### config.mk
export PLATFORM = sky130hd
export DESIGN_NAME = gray_stream_conv
export DESIGN_NICKNAME = d
export VERILOG_FILES = /design/src/rtl/gray_stream_conv.sv
export SDC_FILE = /design/constraint.sdc
export NUM_CORES = 1
export LEC_CHECK = 0
export BUFFER_PORTS_ARGS = -buffer_cell sky130_fd_sc_hd__buf_2
export CAP_MARGIN = 20
export CORE_MARGIN = 4
export CORE_UTILIZATION = 53
export CTS_CLUSTER_DIAMETER = 30
export DETAILED_ROUTE_END_ITERATION = 10
export PLACE_DENSITY = 0.8
export SETUP_SLACK_MARGIN = 0.15
export SYNTH_ARGS = -nofsm -noshare
export SYNTH_HDL_FRONTEND = slang
export SYNTH_SLANG_ARGS = --single-unit
### constraint.sdc
create_clock -name clk -period 2.1 [get_ports clk]
set_input_delay 0.63 -clock clk [delete_from_list [all_inputs] [get_ports clk]]
set_output_delay 0.63 -clock clk [all_outputs]
set_load 0.05 [all_outputs]
### src/rtl/gray_stream_conv.sv
// Streaming gray<->binary converter: two-stage elastic pipeline with per-word mode,
// a gray adjacency checker on mode-0 input words and a saturating error counter.
module gray_stream_conv #(
    parameter int WIDTH = 4,
    parameter int CNT_W = 8
) (
    input  logic             clk,
    input  logic             rst_n,
    input  logic             in_valid,
    output logic             in_ready,
    input  logic [WIDTH-1:0] in_data,
    input  logic             in_mode,
    output logic             out_valid,
    input  logic             out_ready,
    output logic [WIDTH-1:0] out_data,
    output logic             out_mode,
    output logic             out_adj_err,
    output logic [CNT_W-1:0] err_cnt,
    input  logic             cnt_clr
);

    localparam int H = WIDTH / 2;
    localparam logic [CNT_W-1:0] CNT_MAX = '1;

    // S1 holds upper bits already converted, lower bits raw, plus raw bit H
    // which the binary->gray half in S2 still needs.
    typedef struct packed {
        logic             mode;
        logic             err;
        logic             bnd;
        logic [WIDTH-1:0] part;
    } s1_t;

    typedef struct packed {
        logic             mode;
        logic             err;
        logic [WIDTH-1:0] data;
    } s2_t;

    logic             s1_vld_q, s1_vld_d;
    logic             s2_vld_q, s2_vld_d;
    s1_t              s1_q, s1_d, s1_new;
    s2_t              s2_q, s2_d, s2_new;
    logic [WIDTH-1:0] ref_q, ref_d;
    logic             ref_vld_q, ref_vld_d;
    logic [CNT_W-1:0] cnt_q, cnt_d;

    logic             s2_adv, s1_adv, accept;
    logic [WIDTH-1:0] diff;
    logic             one_bit, adj_err;
    logic             acc_hi, acc_lo;
    logic [H:0]       low_raw;

    assign s2_adv   = !s2_vld_q || out_ready;
    assign s1_adv   = !s1_vld_q || s2_adv;
    assign in_ready = s1_adv;
    assign accept   = in_valid && in_ready;

    assign diff    = in_data ^ ref_q;
    assign one_bit = (diff != '0) && ((diff & (diff - {{(WIDTH-1){1'b0}}, 1'b1})) == '0);
    assign adj_err = !in_mode && ref_vld_q && !one_bit;

    always_comb begin
        s1_new      = '0;
        s1_new.mode = in_mode;
        s1_new.err  = adj_err;
        s1_new.bnd  = in_data[H];
        s1_new.part = in_data;
        acc_hi      = 1'b0;
        if (!in_mode) begin
            for (int i = WIDTH - 1; i >= H; i--) begin
                acc_hi         = acc_hi ^ in_data[i];
                s1_new.part[i] = acc_hi;
            end
        end else begin
            s1_new.part[WIDTH-1:H] = in_data[WIDTH-1:H] ^ (in_data[WIDTH-1:H] >> 1);
        end
    end

    always_comb begin
        s2_new      = '0;
        s2_new.mode = s1_q.mode;
        s2_new.err  = s1_q.err;
        s2_new.data = s1_q.part;
        low_raw     = {s1_q.bnd, s1_q.part[H-1:0]};
        acc_lo      = s1_q.part[H];
        if (!s1_q.mode) begin
            for (int i = H - 1; i >= 0; i--) begin
                acc_lo         = acc_lo ^ s1_q.part[i];
                s2_new.data[i] = acc_lo;
            end
        end else begin
            s2_new.data[H-1:0] = low_raw[H-1:0] ^ low_raw[H:1];
        end
    end

    always_comb begin
        s1_vld_d  = s1_vld_q;
        s1_d      = s1_q;
        s2_vld_d  = s2_vld_q;
        s2_d      = s2_q;
        ref_d     = ref_q;
        ref_vld_d = ref_vld_q;
        cnt_d     = cnt_q;
        if (s1_adv) begin
            s1_vld_d = accept;
            if (accept) s1_d = s1_new;
        end
        if (s2_adv) begin
            s2_vld_d = s1_vld_q;
            if (s1_vld_q) s2_d = s2_new;
        end
        // A mode-1 word breaks the gray sequence, so the next mode-0 word re-seeds.
        if (accept) begin
            if (in_mode) begin
                ref_vld_d = 1'b0;
            end else begin
                ref_d     = in_data;
                ref_vld_d = 1'b1;
            end
        end
        if (cnt_clr)                                     cnt_d = '0;
        else if (accept && adj_err && cnt_q != CNT_MAX)  cnt_d = cnt_q + 1'b1;
    end

    always_ff @(posedge clk or negedge rst_n) begin
        if (!rst_n) begin
            s1_vld_q  <= 1'b0;
            s1_q      <= '0;
            s2_vld_q  <= 1'b0;
            s2_q      <= '0;
            ref_q     <= '0;
            ref_vld_q <= 1'b0;
            cnt_q     <= '0;
        end else begin
            s1_vld_q  <= s1_vld_d;
            s1_q      <= s1_d;
            s2_vld_q  <= s2_vld_d;
            s2_q      <= s2_d;
            ref_q     <= ref_d;
            ref_vld_q <= ref_vld_d;
            cnt_q     <= cnt_d;
        end
    end

    assign out_valid   = s2_vld_q;
    assign out_data    = s2_q.data;
    assign out_mode    = s2_q.mode;
    assign out_adj_err = s2_q.err;
    assign err_cnt     = cnt_q;

endmodule

; After elaboration in Yosys (flattened, before gate mapping)
; Cells that the tools add are included.
[classes]
n_addsub = 2
n_eq_ne = 1
muxes = 5
n_bitwise = 8
n_reduce_logical = 18
[op_table]
columns = cell, n
row1 = $mux W8, 2
row2 = $add A8 B1 Y8 const B, 1
row3 = $ne A8 B8 Y1 const B, 1
row4 = $logic_and A1 B1 Y1, 6
row5 = $reduce_and A2 Y1, 3
row6 = $and A4 B4 Y4, 1
row7 = $logic_not A1 Y1, 4
row8 = $logic_not A4 Y1, 1
row9 = $mux W2, 2
row10 = $reduce_bool A4 Y1, 1
row11 = $sub A4 B1 Y4 const B, 1
row12 = $xor A4 B4 Y4, 1
row13 = $xor A1 B1 Y1, 3
row14 = $logic_or A1 B1 Y1, 2
row15 = $reduce_bool A2 Y1, 1
row16 = $xor A2 B1 Y2, 1
row17 = $xor A2 B2 Y2, 1
row18 = $mux W1, 1
row19 = $not A1 Y1, 1
[totals]
ff_bits = 28
output_inout_bits = 16
wordCells = 46

; Longest topological paths before layout
[logic_depth]
word_depth = 11
ltp_mapped = 6

; Least setup slack after synthesis
; No wires, ideal clock.
[synth_timing]
path_type = register to register
start = register s2_vld_q (netlist: out_valid)
end = register cnt_q[7] (netlist: err_cnt[7])
t_arrival_ns = 2.158
slack_ns = -0.135
path_stages_with_launch = 6
path_cell_list = dfrtp_1 nand3b_1 o2111a_1 nand2_1 or4_2 a21oi_1
[synth_via]
elab_chain_len = 7
[synth_lines]
columns = item, line
row1 = "start, declared", 41  ; logic s2_vld_q, s2_vld_d;
row2 = "start signal, assigned", 138  ; s2_vld_q <= s2_vld_d;
row3 = $logic_not A1 Y1, 54  ; assign s2_adv = !s2_vld_q || out_ready;
row4 = $logic_or A1 B1 Y1, 54
row5 = $logic_or A1 B1 Y1, 55  ; assign s1_adv = !s1_vld_q || s2_adv;
row6 = via in_ready, 10  ; output logic in_ready,
row7 = $logic_and A1 B1 Y1, 57  ; assign accept = in_valid && in_ready;
row8 = $logic_and A1 B1 Y1 (2 in a row), 123  ; else if (accept && adj_err && cnt_q != CNT_MAX) cnt_d = cnt_q + 1'b1;
row9 = $reduce_bool A2 Y1 (no line), --
row10 = "end signal, assigned", 142  ; cnt_q <= cnt_d;
row11 = "end, declared", 46  ; logic [CNT_W-1:0] cnt_q, cnt_d;
; The timed path passes the listed nets, and every way through them passes these cells.
; A chain may end at the register's enable or synchronous reset.

; Worst setup path in the final report
[layout_timing]
start = input in_data[3]
end = register cnt_q[5] (netlist: err_cnt[5])
[layout_via]
elab_chain_len = 10
word_cells_on_any_way = 11
[layout_lines]
columns = item, line
row1 = "start, declared", 11  ; input logic [WIDTH-1:0] in_data,
row2 = $xor A4 B4 Y4 (*), 59  ; assign diff = in_data ^ ref_q;
row3 = $sub A4 B1 Y4, 60  ; assign one_bit = (diff != '0) && ((diff & (diff - {{(WIDTH-1){1'b0}}, 1'b1})) == '0);
row4 = $and A4 B4 Y4, 60
row5 = $logic_not A4 Y1, 60
row6 = $logic_and A1 B1 Y1 (*), 60
row7 = $logic_not A1 Y1 (*), 61  ; assign adj_err = !in_mode && ref_vld_q && !one_bit;
row8 = $logic_and A1 B1 Y1 (*), 61
row9 = $logic_and A1 B1 Y1 (*) (2 in a row), 123
row10 = $reduce_bool A2 Y1 (no line) (*), --
; Every way passes the cells marked *; elsewhere a longest branch is shown, timed or not.

==> impl_metrics.yaml <==
grt:
  first_global_vias: 976
  grt_max_degree: 29
  gr-usage-all-layers: 0.159
  grt_pass1_wl_mm: 4.23
  antenna_found_initial: 0
  gr-total-overflow: 0
sta:
  setup_violations: 0
  fmax_mhz: 530
  finalHoldViolations: 0
  maxSlewHeadroom: 0.596
  finalCritPeriodShare: 0.898
  drv_slew: 0
  fin_worst_skew_ns: 0.00200
  worst_pin_slew_ns: 0.607
  rsz0062_at_grt: "yes"
  period_needed_ns: 1.89
  worst_slack_ns: 0.214
routing:
  finalWirelength_mm: 2.51
  remaining_drc_errors: 0
  drtAntennaViolNets: 0
  wl_per_cell_um: 13.8
  first_iter_violations: 57
  drt_pass1_iterations: 4
  num_vias: 977
  vias_per_cell: 5.37
critical_path:
  worst_ep_required_time_ns: 2.33
  crit_chain: "buf_2 -> xor2_1 -> xnor2_1 -> a211oi_4 -> and4b_1 -> mux2_4"
  cp_slowest_cell: "a211oi_4"
  end_kind: "flip-flop"
  cpPeakStageDelay_ns: 0.44
  critical_path_class: "in2reg"
  arrival_ns: 2.11
  critPathLaunchType: "input port"
  crit_fanout: 8
yosys:
  synthSimpleGateAreaFrac: 0.177
  synth_area_per_cell_um2: 11.3
  ys_seq_area_frac: 0.515
  synthMuxAreaShare: 0.159
  ys_ff_latch: 28
  netlist.area_leader.share: 0.515
  synth_top_family_by_area: "simple AND/OR/NAND/NOR gates"
  synth_fa_ha_area_frac: 0.00920
  synth-xor-area-share: 0.0644
  synth_warnings: 0
  synth_cells: 120
  ys_top_cells_by_area: "dfrtp_1, mux2_2, mux2_1, xnor2_1, nand2_1"
  ys_types: 31
  synth_nets: 131
  yosysTopAreaCell: "dfrtp_1"
  synth_compound_area_frac: 0.0644
  syn_area_um2: 1360
clock_tree:
  path_clk_slew_ns: 0.15
  cts_made_buffers: 3
  cts_root_buf: "clkbuf_4"
  cts_num_sinks: 28
  htree_levels: 1
  worstSkewPairLatency_ns: 0.32
  cts_tree: "done"
  clockBufferDepth: 2
  post_cts_buffers: 0
power_and_ir_drop:
  seq_power_share: 0.455
  p_leak_nw: 0.766
  total_power_w: 0.00146
  pwr-share-clk: 0.239
  internal-power_w: 0.000968
  vdd_ir_drop_max_v: 0.000712
  switchingPower_w: 0.000493
  combinationalPowerShare: 0.306
  p_per_area_nw_per_um2: 900
  netSwitchingFraction: 0.337
die:
  fp.dieArea_um2: 3440
  die_x_um: 58.7
  fp-row-count: 18
  fp.coreArea_um2: 2450
  io_pins: 26
  die_h_um: 58.7
  start_util: 0.554
layout:
  final_cell_mix: "dfrtp_1, buf_2, nand2_1, mux2_2, nor2_1"
  area_growth_pct: 19.3
  antenna_cells: 0
  drive_gt1_frac: 0.349
  nets: 164
  nFillCells: 195
  final_common_cell: "dfrtp_1"
  final_cells: 182
place:
  dpl_worst_slack_ns: -0.110
  post-place-cells: 178
  io_buffers: 25
  hpwlAfterDp_mm: 1.88
  globalplace.congestion: 0.842
flow_run:
  maxCapViolCount: 0
status:
  outcome: "finished, final reports clean"
worst_hold_path:
  hold_path_class: "in2async"
==> worst max-delay path: cells and delay by family <==
kind / cells / cell delay [ns]
buffers and inverters: 1 / 0.12
XOR/XNOR: 2 / 0.37
multiplexers: 1 / 0.29
AO/OA/AOI/OAI: 1 / 0.44
AND/OR/NAND/NOR: 1 / 0.26
==> stage by stage <==
stage	area (um2)	hold slack (ns)	TNS, ns	utilization
4_1_cts	1610	0.307	0	0.655
3_3_place_gp	1560	0.457	-0.130	0.634
3_5_place_dp	1560	0.465	-0.452	0.634
2_1_floorplan	1370	0.334	-0.176	-
5_1_grt	1620	0.321	0	0.661
6_report	1620	0.290	0	0.661
==> timing repair <==
| action | CTS | global route |
|---|---|---|
| endpoints found under the setup margin | 0 | 5 |
| hold buffers | 0 | 0 |
| resized for setup | 0 | 3 |
| endpoints found under the hold margin | 0 | 0 |
==> cells by family (layout without fill, tap and decap cells) <==
kind of cell / after synthesis / in the layout
AOI/OAI and AO/OA: 11 / 11
xor gates and xnor gates: 10 / 10
adders and majority gates: 1 / 1
buffers and inverters: 4 / 36
DFF: 28 / 28
muxes: 19 / 19
and+or+nand+nor: 47 / 47
==> cells in the mapped netlist, drive strengths merged <==
master and n:
dfrtp 28, mux2 18, nand2 13, nor2 9, nor2b 7, xnor2 6, nand2b 5, xor2 4
inv 3, nand3 3, nor3 3, o21ai 3, a21oi 2, a211oi 1, a21boi 1, a22oi 1
and2 1, and4b 1, clkbuf 1, ha 1, mux2i 1, nand3b 1, nand4 1, nor3b 1
nor4 1, o2111a 1, o31ai 1, o41ai 1, or4 1
==> sequential cells by signal, summed over array words and instances, names as in the netlist <==
register     cells
err_cnt          8
out_data         4
ref_q            4
s1_q             4
low_raw          3
out_adj_err      1
out_mode         1
out_valid        1
ref_vld_q        1
s1_vld_q         1
==> path summary, 6_finish.rpt <==
path / startpoint / endpoint / slack, ns / depth (start not counted)
min: rst_n / out_adj_err$_DFFE_PN0P_ / 0.29 / 1
max in group asynchronous: rst_n / out_valid$_DFFE_PN0P_ / 1.39 / 1
min in group clk: s1_q[5]$_DFFE_PN0P_ / s1_q[5]$_DFFE_PN0P_ / 0.50 / 2
max: in_data[3] / err_cnt[5]$_DFFE_PN0P_ / 0.21 / 6
min reg2reg: s1_q[5]$_DFFE_PN0P_ / s1_q[5]$_DFFE_PN0P_ / 0.50 / 2
max reg2reg: err_cnt[0]$_DFFE_PN0P_ / err_cnt[4]$_DFFE_PN0P_ / 0.22 / 6
==> metal layers <==
metal	share of wire	up-vias	track usage
li1	-	482	-
met1	0.44	465	0.204
met5	0	-	0
met3	0.054	4	0.0197
met2	0.49	26	0.282
met4	0.013	0	0.0485
==> power by group through the flow <==
stage | clock network (W) | logic, W | registers, W
after floorplan | 0 | 0.000199 | 0.000796
after global placement | 0 | 0.000434 | 0.000669
after detailed placement | 0 | 0.000446 | 0.000676
after CTS | 0.000358 | 0.000446 | 0.000664
after global routing | 0.000379 | 0.000479 | 0.000677
final | 0.000350 | 0.000447 | 0.000664
==> area by class of cell <==
| type | count | area (um2) | area share |
|---|---|---|---|
| Tap cell | 30 | 37.5 | 0.0231 |
| Multi-Input combinational cell | 88 | 664 | 0.409 |
| Timing Repair Buffer | 29 | 155 | 0.0956 |
| Inverter | 3 | 11.3 | 0.00694 |
| Clock inverter | 1 | 30.0 | 0.0185 |
| Sequential cell | 28 | 702 | 0.433 |
| Clock buffer | 3 | 22.5 | 0.0139 |
Power figures use the tool's default switching activity.
